$ cat src/rtl/logic_unit_arbiter.sv
// Round-robin arbiter sharing one bitwise logic unit among NREQ requesters.
// One request in flight: IDLE grants, EXEC computes, RESP holds the tagged result.
module logic_unit_arbiter #(
   parameter int NREQ  = 4,
   parameter int WIDTH = 8,
   localparam int IDW  = (NREQ > 1) ? $clog2(NREQ) : 1
) (
   input  logic                   clk,
   input  logic                   rst_n,
   input  logic [NREQ-1:0]        req_valid,
   output logic [NREQ-1:0]        req_ready,
   input  logic [2*NREQ-1:0]      req_op,
   input  logic [WIDTH*NREQ-1:0]  req_a,
   input  logic [WIDTH*NREQ-1:0]  req_b,
   output logic                   rsp_valid,
   input  logic                   rsp_ready,
   output logic [IDW-1:0]         rsp_id,
   output logic [WIDTH-1:0]       rsp_y,
   output logic                   rsp_zero
);

   localparam int SW = IDW + 1;

   typedef enum logic [1:0] {IDLE, EXEC, RESP} state_t;

   state_t           state, state_nx;
   logic [IDW-1:0]   ptr, ptr_nx, win, id_q;
   logic [SW-1:0]    sum;
   logic             found, accept;
   logic [1:0]       op_sel, op_q;
   logic [WIDTH-1:0] a_sel, b_sel, a_q, b_q, f;

   // Scan from ptr upward, wrapping modulo NREQ; first valid requester wins.
   always_comb begin
      found  = 1'b0;
      win    = '0;
      sum    = '0;
      op_sel = '0;
      a_sel  = '0;
      b_sel  = '0;
      for (int unsigned k = 0; k < NREQ; k++) begin
         sum = {1'b0, ptr} + SW'(k);
         if (sum >= SW'(NREQ)) sum = sum - SW'(NREQ);
         if (!found && req_valid[sum[IDW-1:0]]) begin
            found = 1'b1;
            win   = sum[IDW-1:0];
         end
      end
      for (int unsigned k = 0; k < NREQ; k++) begin
         if (found && win == IDW'(k)) begin
            op_sel = req_op[2*k +: 2];
            a_sel  = req_a[WIDTH*k +: WIDTH];
            b_sel  = req_b[WIDTH*k +: WIDTH];
         end
      end
   end

   assign ptr_nx    = (win == IDW'(NREQ-1)) ? '0 : win + IDW'(1);
   assign req_ready = (rst_n && state == IDLE && found) ? (NREQ'(1) << win) : '0;

   always_comb begin
      unique case (op_q)
         2'b00:   f = a_q & b_q;
         2'b01:   f = a_q | b_q;
         2'b10:   f = a_q ^ b_q;
         default: f = ~a_q;
      endcase
   end

   always_comb begin
      state_nx = state;
      accept   = 1'b0;
      unique case (state)
         IDLE: begin
            if (found) begin
               accept   = 1'b1;
               state_nx = EXEC;
            end
         end
         EXEC:    state_nx = RESP;
         RESP:    if (rsp_ready) state_nx = IDLE;
         default: state_nx = IDLE;
      endcase
   end

   always_ff @(posedge clk or negedge rst_n) begin
      if (!rst_n) begin
         state     <= IDLE;
         ptr       <= '0;
         op_q      <= '0;
         a_q       <= '0;
         b_q       <= '0;
         id_q      <= '0;
         rsp_valid <= 1'b0;
         rsp_id    <= '0;
         rsp_y     <= '0;
         rsp_zero  <= 1'b0;
      end else begin
         state <= state_nx;
         if (accept) begin
            op_q <= op_sel;
            a_q  <= a_sel;
            b_q  <= b_sel;
            id_q <= win;
            ptr  <= ptr_nx;
         end
         if (state == EXEC) begin
            rsp_y     <= f;
            rsp_zero  <= (f == '0);
            rsp_id    <= id_q;
            rsp_valid <= 1'b1;
         end else if (state == RESP && rsp_ready) begin
            rsp_valid <= 1'b0;
         end
      end
   end

endmodule

$ cat config.mk
export PLATFORM = sky130hd
export DESIGN_NAME = logic_unit_arbiter
export DESIGN_NICKNAME = d
export VERILOG_FILES = /design/src/rtl/logic_unit_arbiter.sv
export SDC_FILE = /design/constraint.sdc
export NUM_CORES = 1
export LEC_CHECK = 0
export ABC_AREA = 1
export ABC_CLOCK_PERIOD_IN_PS = 3200
export BUFFER_PORTS_ARGS = -buffer_cell sky130_fd_sc_hd__buf_2
export CORE_ASPECT_RATIO = 1.1
export CORE_MARGIN = 5
export CORE_UTILIZATION = 44
export CTS_CLUSTER_DIAMETER = 100
export DETAILED_ROUTE_END_ITERATION = 6
export PLACE_DENSITY = 0.68
export RECOVER_POWER = 100
export SYNTH_ARGS = -nofsm -noshare
export SYNTH_HDL_FRONTEND = slang
export SYNTH_SLANG_ARGS = --single-unit
$ cat constraint.sdc
create_clock -name clk -period 3.2 [get_ports clk]
set_clock_uncertainty 0.1 [all_clocks]
set_input_delay 0.64 -clock clk [delete_from_list [all_inputs] [get_ports clk]]
set_output_delay 0.64 -clock clk [all_outputs]
set_load 0.02 [all_outputs]
==> impl_metrics.env <==
export IMPL_wl_um=8270
export IMPL_synth_cell_type_count=28
export IMPL_fin_ws_ps=140
export IMPL_required_ps=2460
export IMPL_timing_hold_ws_ps=380
export IMPL_reg2reg_depth=18
export IMPL_grt_pass1_vias=3074
export IMPL_ant_nets=0
export IMPL_htree_levels=2
export IMPL_arrival_ps=2320
export IMPL_die_area_um2=9290
export IMPL_cts_max_path_buffers=2
export IMPL_ys_ff_latch=36
export IMPL_grt_usage=0.183
export IMPL_setup_viol=0
export IMPL_max_freq_ghz=0.327
export IMPL_place_congestion=0.893
export IMPL_yosysWarnings=0
export IMPL_place_area_um2=3790
export IMPL_timing_worst_setup_path_type="reg2out"
export IMPL_synthTopCellsByArea="dfrtp_1 27%, nand2_1 22%, nand3_2 9.5%"
export IMPL_synthTopCellsByCount="192 x nand2_1, 69 x inv_1, 69 x nor2_1, 36 x dfrtp_1, 31 x nand3_2"
export IMPL_synth_top_area_cell="dfrtp_1"
export IMPL_cts_sinks=36
export IMPL_port_buffer_count=94
export IMPL_die_h_um=101
export IMPL_stdcell_area_um2=4030
export IMPL_die_w_um=92.4
export IMPL_drc=0
export IMPL_root_buffer="clkbuf_8"
export IMPL_synth_edf_count=0
export IMPL_final_max_slew_viol_count=37
export IMPL_synthMostInstantiatedCell="nand2_1"
export IMPL_grt_pass1_wl_um=14000
export IMPL_hold_depth=2
export IMPL_syn_inst=516
export IMPL_reg2reg_to="a_q[7]"
export IMPL_cts_clk_slew_worst_paths_ps=70
export IMPL_pin_count=95
export IMPL_worst_pin_slew_ps=1860
export IMPL_finalHoldViolations=0
export IMPL_fin_crit_sh=0.956
export IMPL_ys_seq_area_frac=0.274
export IMPL_cp_end_kind="output pin"
export IMPL_synthFlopType="dfrtp_1"
export IMPL_num_rows=33
export IMPL_floorplan_initialDensity=0.447
export IMPL_synth_fp_nets=615
export IMPL_wire_per_inst_um=11.9
export IMPL_via_count=3317
export IMPL_hp_class="reg2reg"
export IMPL_final_core_util=0.548
export IMPL_dr_pass1_iters=4
export IMPL_drive_above_1_share=0.279
export IMPL_dp_hpwl_um=6320
export IMPL_violations="capacitance limit, slew limit"
export IMPL_r2r_start="ptr[0]"
export IMPL_n_antenna_cell=0
export IMPL_viasPerCell=4.77
export IMPL_cap_violations=1
export IMPL_reg2reg_slack_ps=300
export IMPL_grt_antenna_before_repair=0
export IMPL_pre_cts_ws_ps=59.0
export IMPL_overflow=0
export IMPL_core_area_um2=7350
export IMPL_nets=708
export IMPL_avgSynthCellArea_um2=6.36
export IMPL_grt_max_degree=57
export IMPL_min_period_ps=3060
export IMPL_yosysTopAreaCellShare=0.274
export IMPL_crit_fanout=8
export IMPL_syn_cell_area_um2=3280
export IMPL_synthArstFlopShare=1.00
export IMPL_holdCritStartpoint="rsp_id[1]"
export IMPL_cts_made_buffers=5
export IMPL_whs_endpoint="rsp_id[1]"
export IMPL_crit_path_start_kind="register"
export IMPL_synthToLayoutAreaGrowth_pct=22.8
export IMPL_fill_cells=783
export IMPL_drt_iter0_drc=132
export IMPL_insertion_delay_ps=280
export IMPL_cts_tree="built"
export IMPL_relSlewSlack=-0.243
export IMPL_status="complete, but fails checks"
## worst max path at each step
stage | start | endpoint | slack, ps | cells after the start
after floorplan | req_valid[3] | req_ready[2] | -40 | 15
after global placement | req_valid[3] | req_ready[3] | 140 | 14
after detailed placement | req_valid[3] | req_ready[3] | 60 | 14
after CTS | ptr[0] | req_ready[3] | 90 | 13
after global routing | ptr[0] | req_ready[1] | -20 | 14
final | ptr[0] | req_ready[1] | 140 | 14
## sequential cells by signal, summed over array words and instances, names as in the netlist
| register | count |
|---|---|
| a_q | 8 |
| b_q | 8 |
| rsp_y | 8 |
| id_q | 2 |
| op_q | 2 |
| ptr | 2 |
| rsp_id | 2 |
| state | 2 |
| rsp_valid | 1 |
| rsp_zero | 1 |
## critical path, stage by stage (launching register included)
cell      delay, ps
dfrtp_2         470
clkinv_4        140
nand2_2         100
nand2_2          60
nand2_2          80
nand2_4          60
nor2_4          150
nand2_2          70
nand2_2         100
nand3_2          90
o21ai_4         120
ha_2            240
inv_1            50
nor2_2          160
buf_6           140
## metrics by stage
step | cells | TNS [ps]
after floorplan | 516 | -41.4
after global placement | 683 | 0
after detailed placement | 683 | 0
after CTS | 690 | 0
after global routing | 696 | -50.9
final | 696 | 0
## cell type report
cell class | count | area, um2 | share of cell area
repair buffers | 109 | 589 | 0.146
inverters | 72 | 275 | 0.0683
clock inverters | 1 | 5.00 | 0.00124
multi-input cells | 385 | 2080 | 0.515
flip-flops and latches | 36 | 903 | 0.224
clock buffers | 6 | 72.6 | 0.0180
well taps | 87 | 109 | 0.0270
## per-layer routing
metal	routed length, um	part of all wire	global-route usage
met1	3950	0.48	0.250
met2	3760	0.45	0.297
met3	454	0.055	0.0358
met4	104	0.013	0.0480
met5	0	0	0
## repair_timing
item / in CTS / in global routing
endpoints found under the setup margin: 4 / 4
hold buffers: 0 / 0
buffers inserted: 0 / 6
pin swaps: 0 / 10
gates resized for setup: 2 / 40
## cells by family (layout without fill, tap and decap cells)
| logic type | count (synthesis) | after routing | synth area share |
|---|---|---|---|
| simple gates | 335 | 335 | 0.470 |
| buf+inv | 95 | 188 | 0.127 |
| flops | 36 | 36 | 0.274 |
| compound gates | 30 | 30 | 0.0526 |
| fa+ha+maj | 20 | 20 | 0.0762 |
## cells in the final DEF (no fill, tap or decap), types with 2 or more instances in the layout
master / n
a21oi_1: 2
buf_2: 77
buf_4: 11
buf_6: 5
clkbuf_1: 15
clkbuf_8: 5
dfrtp_1: 34
dfrtp_2: 2
ha_1: 16
ha_2: 2
ha_4: 2
inv_1: 66
inv_2: 5
nand2_1: 182
nand2_2: 11
nand2_4: 7
nand3_1: 28
nand3_2: 32
nand4_1: 3
nor2_1: 65
nor2_2: 3
nor2_4: 2
o211ai_1: 4
o21ai_0: 15
o21ai_1: 4
Power is left out: the tool's default activity adds up to more than one toggle a clock period on the data nets, which glitch-free logic cannot reach.
